[src/rtl/tm_pkg.sv]
// ---------------------------------------------------------------------------
// Module : tm_pkg
// Desc   : Shared constants and the argmax FSM state type for the Tsetlin
//          Machine inference datapath.
// Rev    : 1.0  initial release
// ---------------------------------------------------------------------------
`default_nettype none

package tm_pkg;

    localparam int TM_NUM_CLASSES = 10;
    localparam int TM_SUM_W       = 32;
    localparam int THRESHOLD_POS  = 50;
    localparam int THRESHOLD_NEG  = -50;

    typedef enum logic [1:0] {
        ST_IDLE    = 2'd0,
        ST_COLLECT = 2'd1,
        ST_DONE    = 2'd2
    } argmax_state_e;

endpackage : tm_pkg

`default_nettype wire

[src/rtl/class_argmax_seq_cmp.sv]
// ---------------------------------------------------------------------------
// Module : class_cmp_sel
// Desc   : Combinational running-max selector: first beat loads, later beats
//          replace only on a strictly greater signed sum.
// Rev    : 1.0  initial release
// ---------------------------------------------------------------------------
`default_nettype none

module class_cmp_sel
    import tm_pkg::*;
#(
    parameter int SUM_W = TM_SUM_W,
    parameter int IDX_W = 4
) (
    input  logic                    first_i,
    input  logic signed [SUM_W-1:0] sum_i,
    input  logic        [IDX_W-1:0] cnt_i,
    input  logic signed [SUM_W-1:0] best_sum_i,
    input  logic        [IDX_W-1:0] best_idx_i,
    output logic signed [SUM_W-1:0] best_sum_o,
    output logic        [IDX_W-1:0] best_idx_o
);

    always_comb begin
        best_sum_o = best_sum_i;
        best_idx_o = best_idx_i;
        // Strict compare keeps the lower index on ties.
        if (first_i) begin
            best_sum_o = sum_i;
            best_idx_o = '0;
        end else if (sum_i > best_sum_i) begin
            best_sum_o = sum_i;
            best_idx_o = cnt_i;
        end
    end

endmodule : class_cmp_sel

`default_nettype wire

[src/rtl/class_argmax_seq.sv]
// ---------------------------------------------------------------------------
// Module : class_argmax_seq
// Desc   : Serial argmax over NUM_CLASSES clamped class sums; reports the
//          winning class index and its sum.
// Rev    : 1.0  initial release
// ---------------------------------------------------------------------------
`default_nettype none

module class_argmax_seq
    import tm_pkg::*;
#(
    parameter int NUM_CLASSES = TM_NUM_CLASSES,
    parameter int SUM_W       = TM_SUM_W,
    parameter int IDX_W       = $clog2(NUM_CLASSES)
) (
    input  logic                    clk,
    input  logic                    rst_flag,
    input  logic                    start,
    input  logic                    stop_flag,
    input  logic                    sum_valid,
    input  logic signed [SUM_W-1:0] sum_in,
    output logic                    sum_ready,
    output logic                    busy,
    output logic                    pred_valid,
    output logic        [IDX_W-1:0] pred_class,
    output logic signed [SUM_W-1:0] pred_sum
);

    localparam logic [IDX_W-1:0] LAST_IDX = IDX_W'(NUM_CLASSES - 1);

    argmax_state_e            state_q;
    logic         [IDX_W-1:0] cnt_q;
    logic         [IDX_W-1:0] best_idx_q;
    logic signed  [SUM_W-1:0] best_sum_q;
    logic         [IDX_W-1:0] pred_class_q;
    logic signed  [SUM_W-1:0] pred_sum_q;

    logic         [IDX_W-1:0] best_idx_d;
    logic signed  [SUM_W-1:0] best_sum_d;
    logic                     accept;

    assign sum_ready  = (state_q == ST_COLLECT) && !stop_flag;
    assign accept     = sum_valid && sum_ready;
    assign busy       = (state_q != ST_IDLE);
    // A DONE pulse that coincides with a freeze is held off until it lifts.
    assign pred_valid = (state_q == ST_DONE) && !stop_flag;
    assign pred_class = pred_class_q;
    assign pred_sum   = pred_sum_q;

    class_cmp_sel #(
        .SUM_W (SUM_W),
        .IDX_W (IDX_W)
    ) u_cmp_sel (
        .first_i    (cnt_q == '0),
        .sum_i      (sum_in),
        .cnt_i      (cnt_q),
        .best_sum_i (best_sum_q),
        .best_idx_i (best_idx_q),
        .best_sum_o (best_sum_d),
        .best_idx_o (best_idx_d)
    );

    always_ff @(posedge clk or posedge rst_flag) begin
        if (rst_flag) begin
            state_q      <= ST_IDLE;
            cnt_q        <= '0;
            best_idx_q   <= '0;
            best_sum_q   <= '0;
            pred_class_q <= '0;
            pred_sum_q   <= '0;
        end else if (!stop_flag) begin
            case (state_q)
                ST_IDLE: begin
                    if (start) begin
                        state_q <= ST_COLLECT;
                        cnt_q   <= '0;
                    end
                end
                ST_COLLECT: begin
                    if (start) begin
                        cnt_q <= '0;
                    end else if (accept) begin
                        best_sum_q <= best_sum_d;
                        best_idx_q <= best_idx_d;
                        if (cnt_q == LAST_IDX) begin
                            // Result is captured with the final beat folded in.
                            state_q      <= ST_DONE;
                            cnt_q        <= '0;
                            pred_class_q <= best_idx_d;
                            pred_sum_q   <= best_sum_d;
                        end else begin
                            cnt_q <= cnt_q + 1'b1;
                        end
                    end
                end
                ST_DONE: begin
                    cnt_q   <= '0;
                    state_q <= start ? ST_COLLECT : ST_IDLE;
                end
                default: begin
                    state_q <= ST_IDLE;
                    cnt_q   <= '0;
                end
            endcase
        end
    end

endmodule : class_argmax_seq

`default_nettype wire

[config.mk]
export PLATFORM = sky130hd
export DESIGN_NAME = class_argmax_seq
export DESIGN_NICKNAME = d
export VERILOG_FILES = /design/src/rtl/tm_pkg.sv /design/src/rtl/class_argmax_seq_cmp.sv /design/src/rtl/class_argmax_seq.sv
export SDC_FILE = /design/constraint.sdc
export NUM_CORES = 1
export LEC_CHECK = 0
export BUFFER_PORTS_ARGS = -buffer_cell sky130_fd_sc_hd__buf_2
export CORE_MARGIN = 2
export CORE_UTILIZATION = 50
export DETAILED_ROUTE_END_ITERATION = 8
export PLACE_DENSITY = 0.73
export SYNTH_ARGS = -nofsm -noshare
export SYNTH_HDL_FRONTEND = slang
export SYNTH_SLANG_ARGS = --single-unit
[constraint.sdc]
create_clock -name clk -period 5.8 [get_ports clk]
set_input_delay 1.16 -clock clk [delete_from_list [all_inputs] [get_ports clk]]
set_output_delay 1.16 -clock clk [all_outputs]
set_load 0.05 [all_outputs]
==> results.ini, run 1 <==
[outcome]
status = completed

[cts]
cts_made_buffers = 9
clk_latency_ns = 0.36
cts.sinks = 78
ctsHoldBuffers = 0
cts-resized-gates = 0
post_cts_buffers = 0
cts-root-buf = clkbuf_8
clk_pin_slew_ns = 0.08
htree_levels = 3
cts_tree = built
cts.path.max_buffers = 2

[layout]
final_common_cell = dfrtp_1
diodes = 0
drive_above_1_share = 0.261
final_util = 0.598
final_cell_mix = dfrtp_1 (78), buf_2 (75), a21oi_1 (47), nor2_1 (44), o21ai_0 (41)
syn2layout_area_growth_pct = 15.8
nNetsFinal = 577

[global_routing]
first_global_vias = 3426
use_met3 = 0.0454
grt_overflow = 0
grt_use_met1 = 0.303
grt_max_degree = 42
grt_pass1_wl_um = 16400
grt.busiest_layer = met2
grt_antenna_before_repair = 0
grt_use_total = 0.230
grt_util_met2 = 0.385

[sta]
setup_ws_ns = 1.81
tightest_slew_ns = 1.26
setup-violations-final = 0
rsz0062_at_grt = no
slew_headroom = 0.161
hold_viol_final = 0
fin_tns_setup_ns = 0
finalCritPeriodShare = 0.689
finalCriticalPeriod_ns = 3.99
slew_viol_final = 0
final.setup_skew_ns = 0.0147
clock.fmax_mhz = 250

[synth]
ys.flop_type = dfrtp_1
async_flop_share = 1.00
netlist_area_sq_um = 4260
ys_types = 44
synth_seq_cells = 78
synth-edff-count = 0
syn_avg_cell_area_sq_um = 9.71
postSynthCellCount = 439
yosysSeqAreaShare = 0.458
synth_nets = 511
yosys_warnings = 0

[floorplanning]
ios = 76
die_area_sq_um = 9280
rows = 33
die_x_um = 96.3
core-area_sq_um = 8260
die_h_um = 96.3
initial_core_util = 0.516

[worst_setup_path]
cp.required_ns = 6.04
ff2ff_path_depth = 9
r2r_start = best_sum_q[31]$_DFFE_PP0P_
timing.rr.end = best_sum_q[18]$_DFFE_PP0P_
r2r_slack_ns = 2.32
critPathArrivalTime_ns = 4.23
critPathMaxFanout = 32
critPathKind = in2reg
crit_path_start_kind = input port
crit_path_end_kind = flop

[placed_design]
dp_hpwl_um = 6740
portBuffers = 75
dp_worst_setup_slack_ns = 1.45
routabilityCongestion = 0.801

[drt]
wl_um = 10200
drc = 0
dr.pass1.iters = 4
avgRoutedWirePerCell_um = 16.6
drtIter0Drc = 185
via_count = 3508
drtAntennaViolNets = 0
viasPerCell = 5.71

[worst_hold_path]
hp-start = best_idx_q[0]$_DFFE_PP0P_
hold_class = reg2reg
holdPathStages = 1
whs_endpoint = best_idx_q[0]$_DFFE_PP0P_

[power]
p_leak_nw = 2.47
ir_drop_mv = 0.208
powerDensity_nw_per_um2 = 429

[run]
drv_cap = 0

-- cell usage after synthesis, types with 2 or more instances --
library cell,instances,share of area
dfrtp_1,78,0.46
a21oi_1,47,0.055
nor2_1,45,0.040
o21ai_0,41,0.048
a31oi_1,36,0.053
ha_1,35,0.10
inv_1,35,0.031
mux2_2,31,0.082
nand2_1,17,0.015
clkbuf_1,16,0.014
buf_2,5,0.0059
nand4_1,5,0.0073
buf_6,3,0.0079
nand2b_1,3,0.0044
nand3_1,3,0.0035
or2_2,3,0.0044
a21o_1,2,0.0035
a221o_1,2,0.0047
a32o_1,2,0.0047
and3_1,2,0.0029
and4_1,2,0.0041
mux2_1,2,0.0053
nor4_1,2,0.0029
o21ai_1,2,0.0023
-- report_power, final --
part / internal [mW] / total (mW) / switching [mW]
clock network: 0.295 / 0.494 / 0.199
registers: 0.679 / 0.784 / 0.106
logic: 0.310 / 0.840 / 0.531
-- sequential cells by signal (all words and copies together), names as in the netlist --
signal      cells
pred_sum       32
best_sum_q     32
best_idx_q      4
cnt_q           4
state_q         2
pred_class      4
-- per-stage QoR --
step | hold slack [ns] | power [mW] | area, sq um | cells
2_1_floorplan | 0.466 | 1.40 | 4260 | 439
3_3_place_gp | 0.478 | 1.58 | 4700 | 599
3_5_place_dp | 0.482 | 1.63 | 4700 | 599
4_1_cts | 0.509 | 2.12 | 4940 | 614
5_1_grt | 0.532 | 2.26 | 4940 | 614
6_report | 0.506 | 2.12 | 4940 | 614
-- cell families after synthesis --
family | count (synthesis) | share of synthesized area
compound gates | 144 | 0.197
simple gates | 89 | 0.0954
buf+inv | 60 | 0.0596
flops | 78 | 0.458
mux | 33 | 0.0872
fa+ha+maj | 35 | 0.103
-- area by class of cell --
class,instances,area (sq um)
multi-input cells,301,2070
fillers,726,3320
repair buffers,80,413
clock buffers,11,141
well taps,105,131
flip-flops and latches,78,1950
clock inverters,4,95.1
inverters,35,131
-- critical path, cell delays in order --
cell,delay [ns]
buf_2,0.11
ha_1,0.33
nand4_1,0.17
nor4_1,0.40
and4_1,0.30
o31ai_1,0.14
a211o_1,0.33
a21oi_4,0.86
mux2_2,0.43
-- per-layer routing --
metal	routed length [um]	vias to the layer above
met5	0	-
met4	144	0
met3	632	10
met2	4840	100
met1	4570	1700
li1	-	1698
-- worst max path at each step --
| stage | depth (start not counted) | startpoint | end |
|---|---|---|---|
| finish | 9 | sum_in[31] | best_sum_q[18]$_DFFE_PP0P_ |
| global route | 9 | sum_in[31] | best_sum_q[4]$_DFFE_PP0P_ |
| floorplan | 1 | stop_flag | pred_valid |
| CTS | 9 | sum_in[31] | best_sum_q[0]$_DFFE_PP0P_ |
| global placement | 9 | sum_in[31] | best_sum_q[25]$_DFFE_PP0P_ |
| detailed placement | 9 | sum_in[31] | best_sum_q[18]$_DFFE_PP0P_ |
Note: power is estimated with default switching activity, not from simulation.
==> inputs of run 2 (changes only) <==
--- a/config.mk
+++ b/config.mk
@@ -9,7 +9,7 @@
 export CORE_MARGIN = 2
 export CORE_UTILIZATION = 50
 export DETAILED_ROUTE_END_ITERATION = 8
-export PLACE_DENSITY = 0.73
+export PLACE_DENSITY = 0.75
 export SYNTH_ARGS = -nofsm -noshare
 export SYNTH_HDL_FRONTEND = slang
 export SYNTH_SLANG_ARGS = --single-unit
==> constraint.sdc (replaced) <==
create_clock -name clk -period 3.25 [get_ports clk]
set_input_delay 0.65 -clock clk [delete_from_list [all_inputs] [get_ports clk]]
set_output_delay 0.65 -clock clk [all_outputs]
set_load 0.05 [all_outputs]
==> run 2 against run 1 <==
  * Utilization increased by 2.2 points
  * Sequential power increased by 79%
  * Clock skew decreased by 0.0032 ns
  * Clock power increased by 77%
  * Largest power group unchanged
  * Register-to-register slack got worse by 2.0 ns
  * Hold slack got worse by 0.15 ns
  * Worst setup slack got worse by 1.5 ns
  * Via count increased by 3.0%
  * Sequential cell count unchanged
  * Die area unchanged
==> results.ini, run 2 (same netlist as run 1, synthesis figures left out) <==
[outcome]
status = completed

[sta]
finalCritPeriodShare = 0.895
setup-violations-final = 0  ; unchanged
final.setup_skew_ns = 0.0115  ; -0.00317 ns
fin_tns_setup_ns = 0  ; unchanged
hold_viol_final = 0  ; unchanged
rsz0062_at_grt = no
clock.fmax_mhz = 344
slew_headroom = 0.498  ; +0.336
finalCriticalPeriod_ns = 2.91
whs_ns = 0.356  ; -0.150 ns
setup_ws_ns = 0.340  ; -1.47 ns
tightest_slew_ns = 0.743  ; -0.514 ns
slew_viol_final = 0  ; unchanged

[layout]
diodes = 0  ; unchanged
final_common_cell = dfrtp_1
syn2layout_area_growth_pct = 20.0
instances_no_fill = 632  ; +2.9%
final_cell_mix = dfrtp_1 (78), buf_2 (75), a21oi_1 (47), nor2_1 (44), o21ai_0 (41)
drive_above_1_share = 0.288  ; +0.0271
nNetsFinal = 594  ; +2.9%
finalInstanceArea_sq_um = 5110  ; +3.6%
fillers = 703  ; -3.2%

[cts]
cts-root-buf = clkbuf_8
cts.sinks = 78  ; unchanged
cts.path.max_buffers = 2  ; unchanged
clk_pin_slew_ns = 0.09  ; about the same
post_cts_buffers = 0  ; unchanged
cts-resized-gates = 0  ; unchanged
htree_levels = 3  ; unchanged
clk_latency_ns = 0.36  ; about the same
cts_made_buffers = 9  ; unchanged
ctsHoldBuffers = 0  ; unchanged
cts_tree = built

[drt]
viasPerCell = 5.72  ; about the same
avgRoutedWirePerCell_um = 16.4  ; -1.2%
drc = 0  ; unchanged
drtAntennaViolNets = 0  ; unchanged
via_count = 3614  ; +3.0%
wl_um = 10400  ; +1.7%
dr.pass1.iters = 4  ; unchanged
drtIter0Drc = 172  ; -7.0%

[run]
drv_cap = 0  ; unchanged

[worst_setup_path]
slowest_stage = nor4_1
critPathArrivalTime_ns = 3.15  ; -1.08 ns
crit_path_start_kind = flop
slowest_delay_ns = 0.43  ; -0.43 ns
critical_path_buf_inv_count = 2  ; +1
crit_path_end_kind = flop
cp.required_ns = 3.49  ; -2.55 ns
critPathMaxFanout = 20  ; -38%
critPathKind = reg2reg
critPathTopFamily = compound AO/OA/AOI/OAI gates
path_cells = inv_1, ha_1, nand4_1, nor4_1, a21boi_0, o31ai_1, a211o_1, a21oi_4, buf_12, mux2_2

[floorplanning]
ios = 76  ; unchanged
rows = 33  ; unchanged
die_h_um = 96.3  ; unchanged
die_x_um = 96.3  ; unchanged
initial_core_util = 0.516  ; unchanged
core-area_sq_um = 8260  ; unchanged
die_area_sq_um = 9280  ; unchanged

[placed_design]
dpl_cell_area_sq_um = 4880  ; +3.8%
routabilityCongestion = 0.832  ; +3.9%
dp_worst_setup_slack_ns = 0.0172  ; -1.44 ns
place_inst = 616  ; +2.8%
dp_hpwl_um = 7100  ; +5.3%
portBuffers = 75  ; unchanged

[global_routing]
grt_antenna_before_repair = 0  ; unchanged
first_global_vias = 3613  ; +5.5%
grt_util_met2 = 0.391  ; +0.00579
grt_use_met1 = 0.326  ; +0.0226
use_met3 = 0.0486  ; +0.00313
grt_max_degree = 79  ; +88%
grt.busiest_layer = met2
grt_pass1_wl_um = 17300  ; +5.8%
grt_use_total = 0.243  ; +0.0129
grt_overflow = 0  ; unchanged

[power]
powerDensity_nw_per_um2 = 776  ; +81%
p_leak_nw = 2.57  ; +3.9%
ir_drop_mv = 0.370  ; +78%

[worst_hold_path]
hold_class = in2async

==> run 2: per-stage QoR <==
step	total power, mW	util
after floorplan	2.49	-
after global placement	3.02	0.591
after detailed placement	3.10	0.591
after CTS	3.97	0.619
after global routing	4.26	0.619
final	3.97	0.619
==> run 2: metal layers <==
| metal | up-vias | routed length, um |
|---|---|---|
| li1 | 1734 | - |
| met2 | 115 | 4980 |
| met5 | - | 0 |
| met4 | 0 | 234 |
| met3 | 23 | 591 |
| met1 | 1742 | 4560 |
==> run 2: final cells by class <==
cell class / count / area [sq um] / area share
repair buffers: 97 / 591 / 0.115
flip-flops and latches: 78 / 1950 / 0.382
clock buffers: 9 / 124 / 0.0242
well taps: 105 / 131 / 0.0257
inverters: 35 / 131 / 0.0257
clock inverters: 7 / 113 / 0.0220
multi-input cells: 301 / 2070 / 0.405
==> run 2: worst paths after layout <==
path                                                  from                         to  slack, ns  cells past startpoint
worst max-delay path            best_sum_q[11]$_DFFE_PP0P_  best_sum_q[2]$_DFFE_PP0P_       0.34                     10
worst min-delay path                              rst_flag   pred_sum[21]$_DFFE_PP0P_       0.36                      3
worst max register to register  best_sum_q[11]$_DFFE_PP0P_  best_sum_q[2]$_DFFE_PP0P_       0.34                     10
worst min register to register   pred_class[2]$_DFFE_PP0P_  pred_class[2]$_DFFE_PP0P_       0.50                      2
max in group asynchronous                         rst_flag  best_sum_q[3]$_DFFE_PP0P_       2.53                      3
min in group clk                 pred_class[2]$_DFFE_PP0P_  pred_class[2]$_DFFE_PP0P_       0.50                      2
==> run 2: worst reg2reg max path: stages, from the launching register on <==
cell and delay [ns]:
dfrtp_1 0.39, inv_1 0.05, ha_1 0.30, nand4_1 0.13, nor4_1 0.43, a21boi_0 0.25, o31ai_1 0.12, a211o_1 0.31
a21oi_4 0.23, buf_12 0.20, mux2_2 0.36
==> run 2: where the power goes <==
group	leakage [nW]	internal [mW]	switching, mW
clock	0.119	0.506	0.368
sequential	0.995	1.21	0.186
combinational	1.45	0.697	1.00
==> inputs of run 3 (changes only) <==
--- a/config.mk
+++ b/config.mk
@@ -5,11 +5,13 @@
 export SDC_FILE = /design/constraint.sdc
 export NUM_CORES = 1
 export LEC_CHECK = 0
-export BUFFER_PORTS_ARGS = -buffer_cell sky130_fd_sc_hd__buf_2
 export CORE_MARGIN = 2
 export CORE_UTILIZATION = 50
 export DETAILED_ROUTE_END_ITERATION = 8
-export PLACE_DENSITY = 0.75
+export DONT_BUFFER_PORTS = 1
+export MAX_ROUTING_LAYER = met4
+export PLACE_DENSITY = 0.68
+export SKIP_LAST_GASP = 1
 export SYNTH_ARGS = -nofsm -noshare
 export SYNTH_HDL_FRONTEND = slang
 export SYNTH_SLANG_ARGS = --single-unit
==> run 3 against run 2 <==
  * Sequential share of layout area up 3.8 points
  * Maximum frequency fell by 0.66%
  * Via count is 8.9% lower
  * First-iteration DRC count is 11% lower
  * Power shrank 6.8%
  * Design area is 9.0% lower
  * Worst setup slack got worse by 0.019 ns
  * Clock power shrank 15%
  * Register-to-register slack worse by 0.02 ns
  * Final cell count down 13%
  * Die area unchanged
  * Sequential power increased by 4%
  * Largest cell class unchanged
==> results.ini, run 3 (same netlist as run 1, synthesis figures left out) <==
[sta]
slew_viol_final = 0  ; unchanged
finalCritPeriodShare = 0.901  ; +0.00591
final.setup_skew_ns = 0.0107  ; -0.000807 ns
finalCriticalPeriod_ns = 2.93  ; +0.0192 ns
clock.fmax_mhz = 341  ; -0.66%
tightest_slew_ns = 0.835  ; +0.0920 ns
rsz0062_at_grt = no
setup-violations-final = 0  ; unchanged
slew_headroom = 0.441  ; -0.0568
fin_tns_setup_ns = 0  ; unchanged
hold_viol_final = 0  ; unchanged

[layout]
final_common_cell = dfrtp_1
drive_above_1_share = 0.161  ; -0.128
diodes = 0  ; unchanged
syn2layout_area_growth_pct = 9.19
final_cell_mix = dfrtp_1 (78), a21oi_1 (47), nor2_1 (44), o21ai_0 (41), a31oi_1 (36)
instances_no_fill = 553  ; -13%
nNetsFinal = 515  ; -13%

[worst_setup_path]
critical_path_buf_inv_count = 3  ; +1
critPathMaxFanout = 24  ; +20%
slowest_stage = o31ai_1
ff2ff_path_depth = 11  ; +1
crit_path_end_kind = flop
crit_path_start_kind = flop
slowest_delay_ns = 0.50  ; +0.07 ns
cp.depth = 11  ; +1
critPathArrivalTime_ns = 3.20  ; +0.05 ns
cp.required_ns = 3.52  ; +0.03 ns
critPathKind = reg2reg
path_cells = inv_1, ha_1, a21oi_1, nand2_1, a221o_1, o31ai_1, a211o_1, buf_4, buf_12, a31oi_1, a21oi_1
crit_top_cell = a21oi_1
critPathTopFamily = compound AO/OA/AOI/OAI gates
r2r_slack_ns = 0.32  ; -0.02 ns

[floorplanning]
initial_core_util = 0.516  ; unchanged
die_area_sq_um = 9280  ; unchanged
rows = 33  ; unchanged
die_h_um = 96.3  ; unchanged
ios = 76  ; unchanged
core-area_sq_um = 8260  ; unchanged
die_x_um = 96.3  ; unchanged

[power]
p_comb_frac = 0.403  ; -0.025
p_leak_nw = 2.18  ; -15%
powerDensity_nw_per_um2 = 795  ; +2.4%
power.switching_mw = 1.47  ; -5.4%
switching_share = 0.398  ; +0.00579
ir_drop_mv = 0.401  ; +8.1%
p_clk_frac = 0.202  ; -0.018
p_seq_frac = 0.395  ; +0.043
internal-power_mw = 2.23  ; -7.6%

[drt]
dr.pass1.iters = 4  ; unchanged
via_count = 3293  ; -8.9%
viasPerCell = 5.95  ; +4.1%
wl_um = 10100  ; -2.1%
drtIter0Drc = 153  ; -11%
drtAntennaViolNets = 0  ; unchanged
avgRoutedWirePerCell_um = 18.3  ; +12%
drc = 0  ; unchanged

[cts]
cts-resized-gates = 0  ; unchanged
ctsHoldBuffers = 0  ; unchanged
cts_made_buffers = 9  ; unchanged
cts.path.max_buffers = 2  ; unchanged
cts-root-buf = clkbuf_8
cts_tree = built
cts.sinks = 78  ; unchanged
htree_levels = 3  ; unchanged
clk_latency_ns = 0.35  ; about the same
post_cts_buffers = 0  ; unchanged
clk_pin_slew_ns = 0.08  ; about the same

[placed_design]
dp_hpwl_um = 7210  ; +1.6%
portBuffers = 0  ; -100%
routabilityCongestion = 0.824  ; -1.0%
place_inst = 537  ; -13%

[global_routing]
grt_antenna_before_repair = 0  ; unchanged
grt_overflow = 0  ; unchanged
grt_pass1_wl_um = 16900  ; -2.5%
first_global_vias = 3372  ; -6.7%
grt_use_total = 0.246  ; +0.00348
grt_max_degree = 40  ; -49%

[run]
drv_cap = 0  ; unchanged

[worst_hold_path]
hold_class = in2async

[outcome]
status = completed

[run 3: layer usage]
metal	GRT usage	wire, um
met5	-	0
met1	0.314	4480
met4	0.0751	119
met2	0.392	4900
met3	0.0572	647
[run 3: area by class of cell]
type | instances | area (sq um)
Fill cell | 733 | 3600
Multi-Input combinational cell | 301 | 2080
Sequential cell | 78 | 1950
Timing Repair Buffer | 18 | 160
Clock buffer | 13 | 159
Inverter | 35 | 133
Tap cell | 105 | 131
Clock inverter | 3 | 42.5
[run 3: worst reg2reg max path: stages, from the launching register on]
cell and delay [ns]:
dfrtp_1 0.37, inv_1 0.05, ha_1 0.31, a21oi_1 0.17, nand2_1 0.07, a221o_1 0.36
o31ai_1 0.50, a211o_1 0.28, buf_4 0.25, buf_12 0.20, a31oi_1 0.13, a21oi_1 0.16
[run 3: path summary, 6_finish.rpt]
kind / to / startpoint
worst min-delay path: best_sum_q[18]$_DFFE_PP0P_ / rst_flag
min in group clk: best_sum_q[23]$_DFFE_PP0P_ / sum_in[23]
worst min register to register: best_idx_q[0]$_DFFE_PP0P_ / best_idx_q[0]$_DFFE_PP0P_
worst max-delay path: pred_sum[0]$_DFFE_PP0P_ / best_sum_q[14]$_DFFE_PP0P_
max in group asynchronous: best_sum_q[16]$_DFFE_PP0P_ / rst_flag
worst max register to register: pred_sum[0]$_DFFE_PP0P_ / best_sum_q[14]$_DFFE_PP0P_
[run 3: power by group through the flow]
| stage | logic [mW] | clock network [mW] | registers [mW] |
|---|---|---|---|
| after floorplan | 1.07 | 0 | 1.42 |
| after global placement | 1.45 | 0 | 1.46 |
| after CTS | 1.50 | 0.767 | 1.46 |
| after detailed placement | 1.49 | 0 | 1.48 |
| after global routing | 1.69 | 0.808 | 1.50 |
| final | 1.49 | 0.747 | 1.46 |
[run 3: metrics by stage]
step / utilization / hold WS [ns] / instance area [sq um] / total power, mW / worst slack [ns]
floorplan: - / 0.466 / 4260 / 2.49 / 0.363
global placement: 0.539 / 0.475 / 4450 / 2.91 / 0.228
detailed placement: 0.539 / 0.481 / 4450 / 2.97 / 0.112
CTS: 0.564 / 0.283 / 4650 / 3.73 / 0.342
global route: 0.564 / 0.322 / 4650 / 4.00 / 0.135
finish: 0.564 / 0.266 / 4650 / 3.70 / 0.321
